===== config.mk =====
export PLATFORM = sky130hd
export DESIGN_NAME = axis_frame_packer
export DESIGN_NICKNAME = d
export VERILOG_FILES = /design/src/rtl/axis_pkg.sv /design/src/rtl/axis_frame_packer.sv
export SDC_FILE = /design/constraint.sdc
export NUM_CORES = 1
export LEC_CHECK = 0
export CAP_MARGIN = 20
export CORE_MARGIN = 3
export CORE_UTILIZATION = 30
export DETAILED_ROUTE_END_ITERATION = 7
export SYNTH_ARGS = -nofsm -noshare
export SYNTH_HDL_FRONTEND = slang
export SYNTH_SLANG_ARGS = --single-unit
export TNS_END_PERCENT = 30

===== constraint.sdc =====
create_clock -name clk -period 8.5 [get_ports clk]
set_clock_uncertainty 0.1 [all_clocks]
set_input_delay 0.85 -clock clk [delete_from_list [all_inputs] [get_ports clk]]
set_output_delay 0.85 -clock clk [all_outputs]
set_load 0.03 [all_outputs]

===== src/rtl/axis_pkg.sv =====
// ----------------------------------------------------------------------------
// axis_pkg
// Shared AXI-Stream sample types for the FFT front end.
//   sample_t_int : one complex sample, 16-bit signed real and imaginary parts.
// ----------------------------------------------------------------------------
package axis_pkg;

    typedef struct packed {
        logic signed [15:0] re;
        logic signed [15:0] im;
    } sample_t_int;

endpackage


===== src/rtl/axis_frame_packer.sv =====
// ----------------------------------------------------------------------------
// axis_frame_packer
// Packs BUS_NUM consecutive one-sample AXI-Stream beats into one wide beat and
// marks the last beat of every FFT_SIZE-sample frame with out_tlast. A source
// tlast that arrives early closes the frame with zero padding (short_err);
// a missing source tlast at the frame boundary is flagged (long_err).
//
// Ports
//   clk, rst      : clock, synchronous active-high reset
//   in_tvalid     : input sample valid
//   in_tready     : input ready (combinational from out_tready)
//   in_tlast      : source end-of-frame marker
//   in_tdata      : one complex sample
//   out_tvalid    : packed beat valid
//   out_tready    : downstream ready
//   out_tlast     : last beat of the frame
//   out_tdata     : BUS_NUM samples, lane 0 = earliest
//   frame_cnt     : frames emitted (wraps)
//   short_err     : one-cycle pulse, in_tlast before the frame's last sample
//   long_err      : one-cycle pulse, frame's last sample without in_tlast
// ----------------------------------------------------------------------------
module axis_frame_packer
    import axis_pkg::*;
#(
    parameter int FFT_SIZE = 8192,
    parameter int BUS_NUM  = 2,
    parameter int BEAT_AW  = $clog2(FFT_SIZE / BUS_NUM),
    parameter int FCNT_W   = 16
) (
    input  logic              clk,
    input  logic              rst,
    input  logic              in_tvalid,
    output logic              in_tready,
    input  logic              in_tlast,
    input  sample_t_int       in_tdata,
    output logic              out_tvalid,
    input  logic              out_tready,
    output logic              out_tlast,
    output sample_t_int       out_tdata [BUS_NUM],
    output logic [FCNT_W-1:0] frame_cnt,
    output logic              short_err,
    output logic              long_err
);

    localparam int                 LANE_W    = $clog2(BUS_NUM);
    localparam logic [LANE_W-1:0]  LAST_LANE = LANE_W'(BUS_NUM - 1);
    localparam logic [BEAT_AW-1:0] LAST_BEAT = BEAT_AW'(FFT_SIZE / BUS_NUM - 1);
    localparam sample_t_int        ZERO_SMP  = sample_t_int'(32'd0);

    typedef enum logic [0:0] {
        FILL = 1'b0,
        PAD  = 1'b1
    } state_t;

    state_t              state_r;
    state_t              state_nxt_s;
    logic [LANE_W-1:0]   lane_cnt_r;
    logic [LANE_W-1:0]   lane_nxt_s;
    logic [BEAT_AW-1:0]  beat_cnt_r;
    logic [BEAT_AW-1:0]  beat_nxt_s;
    sample_t_int         asm_r [BUS_NUM-1];
    sample_t_int         out_data_r [BUS_NUM];
    sample_t_int         load_data_s [BUS_NUM];
    logic                out_valid_r;
    logic                out_last_r;
    logic [FCNT_W-1:0]   frame_cnt_r;
    logic                short_err_r;
    logic                long_err_r;

    logic                free_s;
    logic                in_ready_s;
    logic                in_hs_s;
    logic                last_lane_s;
    logic                last_beat_s;
    logic                frame_end_s;
    logic                load_s;
    logic                load_last_s;
    logic                short_nxt_s;
    logic                long_nxt_s;

    // Output register can take a new beat when empty or draining this cycle.
    assign free_s      = !out_valid_r || out_tready;
    assign last_lane_s = (lane_cnt_r == LAST_LANE);
    assign last_beat_s = (beat_cnt_r == LAST_BEAT);
    assign frame_end_s = last_lane_s && last_beat_s;

    // Only the final lane needs room in the output register; earlier lanes
    // land in the assembly register and never stall.
    assign in_ready_s = (state_r == FILL) && (!last_lane_s || free_s);
    assign in_tready  = !rst && in_ready_s;
    assign in_hs_s    = in_tvalid && in_tready;

    assign out_tvalid = out_valid_r;
    assign out_tlast  = out_last_r;
    assign out_tdata  = out_data_r;
    assign frame_cnt  = frame_cnt_r;
    assign short_err  = short_err_r;
    assign long_err   = long_err_r;

    // Next-state, counter and output-load decode for the FILL/PAD machine.
    always_comb begin
        state_nxt_s = state_r;
        lane_nxt_s  = lane_cnt_r;
        beat_nxt_s  = beat_cnt_r;
        load_s      = 1'b0;
        load_last_s = 1'b0;
        short_nxt_s = 1'b0;
        long_nxt_s  = 1'b0;
        for (int i = 0; i < BUS_NUM; i++) begin
            load_data_s[i] = ZERO_SMP;
        end

        case (state_r)
            FILL: begin
                for (int i = 0; i < BUS_NUM - 1; i++) begin
                    load_data_s[i] = asm_r[i];
                end
                load_data_s[BUS_NUM-1] = in_tdata;
                if (in_hs_s) begin
                    if (last_lane_s) begin
                        load_s      = 1'b1;
                        load_last_s = last_beat_s;
                        lane_nxt_s  = {LANE_W{1'b0}};
                        if (last_beat_s) begin
                            beat_nxt_s = {BEAT_AW{1'b0}};
                        end else begin
                            beat_nxt_s = beat_cnt_r + BEAT_AW'(1);
                        end
                    end else begin
                        lane_nxt_s = lane_cnt_r + LANE_W'(1);
                    end
                    // Early source tlast: the remaining frame is padded.
                    if (in_tlast && !frame_end_s) begin
                        short_nxt_s = 1'b1;
                        state_nxt_s = PAD;
                    end else if (!in_tlast && frame_end_s) begin
                        long_nxt_s = 1'b1;
                    end else begin
                        short_nxt_s = 1'b0;
                    end
                end else begin
                    lane_nxt_s = lane_cnt_r;
                end
            end

            PAD: begin
                // Lanes below lane_cnt were collected before the early tlast.
                for (int i = 0; i < BUS_NUM - 1; i++) begin
                    if (LANE_W'(i) < lane_cnt_r) begin
                        load_data_s[i] = asm_r[i];
                    end else begin
                        load_data_s[i] = ZERO_SMP;
                    end
                end
                if (free_s) begin
                    load_s      = 1'b1;
                    load_last_s = last_beat_s;
                    lane_nxt_s  = {LANE_W{1'b0}};
                    if (last_beat_s) begin
                        beat_nxt_s  = {BEAT_AW{1'b0}};
                        state_nxt_s = FILL;
                    end else begin
                        beat_nxt_s = beat_cnt_r + BEAT_AW'(1);
                    end
                end else begin
                    load_s = 1'b0;
                end
            end

            default: begin
                state_nxt_s = FILL;
            end
        endcase
    end

    // FSM state, lane/beat counters and error pulse registers.
    always_ff @(posedge clk) begin
        if (rst) begin
            state_r     <= FILL;
            lane_cnt_r  <= {LANE_W{1'b0}};
            beat_cnt_r  <= {BEAT_AW{1'b0}};
            short_err_r <= 1'b0;
            long_err_r  <= 1'b0;
        end else begin
            state_r     <= state_nxt_s;
            lane_cnt_r  <= lane_nxt_s;
            beat_cnt_r  <= beat_nxt_s;
            short_err_r <= short_nxt_s;
            long_err_r  <= long_nxt_s;
        end
    end

    // Assembly register: holds lanes 0..BUS_NUM-2 of the beat being built.
    always_ff @(posedge clk) begin
        if (rst) begin
            for (int i = 0; i < BUS_NUM - 1; i++) begin
                asm_r[i] <= ZERO_SMP;
            end
        end else begin
            for (int i = 0; i < BUS_NUM - 1; i++) begin
                if (in_hs_s && (lane_cnt_r == LANE_W'(i))) begin
                    asm_r[i] <= in_tdata;
                end
            end
        end
    end

    // Output register and frame counter; contents hold while stalled.
    always_ff @(posedge clk) begin
        if (rst) begin
            out_valid_r <= 1'b0;
            out_last_r  <= 1'b0;
            frame_cnt_r <= {FCNT_W{1'b0}};
            for (int i = 0; i < BUS_NUM; i++) begin
                out_data_r[i] <= ZERO_SMP;
            end
        end else begin
            if (out_valid_r && out_tready && out_last_r) begin
                frame_cnt_r <= frame_cnt_r + FCNT_W'(1);
            end
            if (load_s) begin
                out_valid_r <= 1'b1;
                out_last_r  <= load_last_s;
                out_data_r  <= load_data_s;
            end else if (out_tready) begin
                out_valid_r <= 1'b0;
            end
        end
    end

endmodule

==> run metrics <==
most numerous cell in the Yosys netlist dfxtp_1; most frequent cells after synthesis dfxtp_1, a22o_1, and2_1; initial antenna violation count 0; Worst EP arrival 2560 ps; Pwr Density 225 nW/µm²; Final Util 44.2%; area share of the largest cell type after synthesis 41.6%; TritonCTS buffer count 17; RSZ-0062 raised after global routing no; status completed; IO Port Bufs 121; Critical R2R Launch lane_cnt_r; Syn Std Cell Area 4720 µm²; synth unique cells 45; core area 15,300 µm²; CP Data Required Time 7550 ps; WHS Path Cells 1; routability cong. 0.813; FF-to-FF End out_tdata[7]; pre-CTS WS 4980 ps; row count 45; Max clock buf depth 2; Fin. Hold Viols 0; WL per Instance 15.6 µm; syn_nets 439; largest net degree at the start of global routing 65; vias in the first global route 3,585; dominant cells by area after synthesis dfxtp_1, edfxtp_1, a22o_1, and2_1, a21oi_1; R2R setup slack 6500 ps; Iter 0 DRT Violations 242; CTS resizes 0; Post-CTS Setup Bufs 0; cells on worst reg2reg path 5; gr usage total 13.8%; share of cells above drive strength 1 8.22%; Async SR Flop Fraction 0%; CTS tree built; IR drop worst, VDD 0.145 mV; instance count of the mapped netlist 400; num ports 122; WL final 11,600 µm; dpl cells 713; H-tree Lvls 4; ant diodes 0; Layout Cells excl Fill 746; final count of negative-setup-slack endpoints 0; Clock transition at path regs 60 ps; Vias per Instance 4.84; cts hold-fix bufs 0; Crit. End Element output port; first-pass GRT wire length 19,300 µm; Max Slew Vio Count 0; DIE WIDTH 131 µm; CP Launch Type primary input; leakage power 2.46 nW; Synth area leader dfxtp_1; Seq/Total Area, Yosys 61.9%; die area 17,300 µm²; Final nets 561; Antenna Nets Post-Route 0; M3 GR Usage 4.98%; Layout area overhead 43.4%; endpoint of the worst hold path out_tdata[53]; crit path kind in2out; Vias 3,612; Primary FF master, synth dfxtp_1; Ys Warns 0; Mapped Avg Cell Area 11.8 µm²; Yosys reg bits 130; worst-skew pair later-pin latency 410 ps; PnR worst setup slack 4990 ps; met2 Use GR 21.1%; busiest layer in global routing met2; Hold Crit Start asm_r[0][21]; grt total ovfl 0; period utilisation layout 41.3%; Slew @ Worst Pin 693 ps; max_slew headroom 53.8%; crit-path max FO 41; Period minus WS final 3510 ps; HP Class reg2reg; Max Freq 285 MHz; met1 usage 18.2%; Pre-antenna DRT Iters 4; Post-synth EDFFs 32; DRC Markers 0; HPWL Detailed 7490 µm; max_cap viols 0; Initial Util 30.8%; Die Ht 131 µm; root buffer cell clkbuf_16; TritonCTS Sinks 130; setup TNS 0 ps
## where the power goes
group          switching (W)  internal, W
sequential         0.0000134     0.000665
combinational      0.0000778    0.0000571
clock               0.000270     0.000440
## worst max-delay path by stage
stage,from,endpoint,slack (ps),cells past startpoint
floorplan,in_tvalid,asm_r[0][0],4680,2
global placement,rst,in_tready,5000,4
global route,rst,in_tready,4820,4
detailed placement,rst,in_tready,4980,4
finish,rst,in_tready,4990,4
CTS,rst,in_tready,4960,4
## sequential cells by signal, indices dropped and copies added (netlist names)
| signal | count |
|---|---|
| short_err | 1 |
| lane_cnt_r | 1 |
| out_tvalid | 1 |
| out_tlast | 1 |
| state_r | 1 |
| out_tdata | 64 |
| asm_r | 32 |
| frame_cnt | 16 |
| beat_cnt_r | 12 |
| long_err | 1 |
## cell usage in the layout, fill, tap and decap left out, drive strengths merged, types with 3 or more instances in the layout
cell and n:
a22o 64, or4 7, nor2 16, xor2 6, a211oi 3, clkinv 6, o31ai 6, xnor2 5
nand2b 3, dfxtp 98, a21oi 17, and4 4, nand4 8, nor3 5, nand3 13, buf 6
o21ai 6, clkbuf 20, clkdlybuf4s50 121, edfxtp 32, nand2 12, or3 5, and3 7, and2 33
inv 9
## logic make-up after synthesis
kind of cell             synth area share, %
AO/OA/AOI/OAI                           17.3
XOR/XNOR                                2.04
adder cells (fa/ha/maj)                0.530
buffers and inverters                   2.81
flip-flops                              61.9
multiplexers                           0.212
AND/OR/NAND/NOR                         15.1
## worst max-delay path, cell delays in order
cell	delay (ps)
clkdlybuf4s50_1	400
buf_4	270
a211oi_1	310
clkdlybuf4s50_1	720
## final cells by class
cell class	count	area, µm²
timing repair buffer	127	1280
tap	211	264
sequential	130	2920
clock buffer	20	447
multi-input combinational	239	1700
inverter	7	26.3
clock inverter	12	133
fill	1452	8550
## routing by layer
| layer | up-vias | routed length (µm) |
|---|---|---|
| met2 | 111 | 5270 |
| li1 | 1749 | - |
| met5 | - | 0 |
| met1 | 1742 | 5570 |
| met4 | 0 | 123 |
| met3 | 10 | 678 |
## metrics by stage
step | hold slack [ps] | power, W | instance area (µm²)
after global placement | 346 | 0.000823 | 6160
after detailed placement | 349 | 0.000825 | 6160
after floorplan | 342 | 0.000761 | 4720
after global routing | 380 | 0.00158 | 6760
final | 361 | 0.00152 | 6760
after CTS | 363 | 0.00154 | 6740
Power figures use the tool's default switching activity.
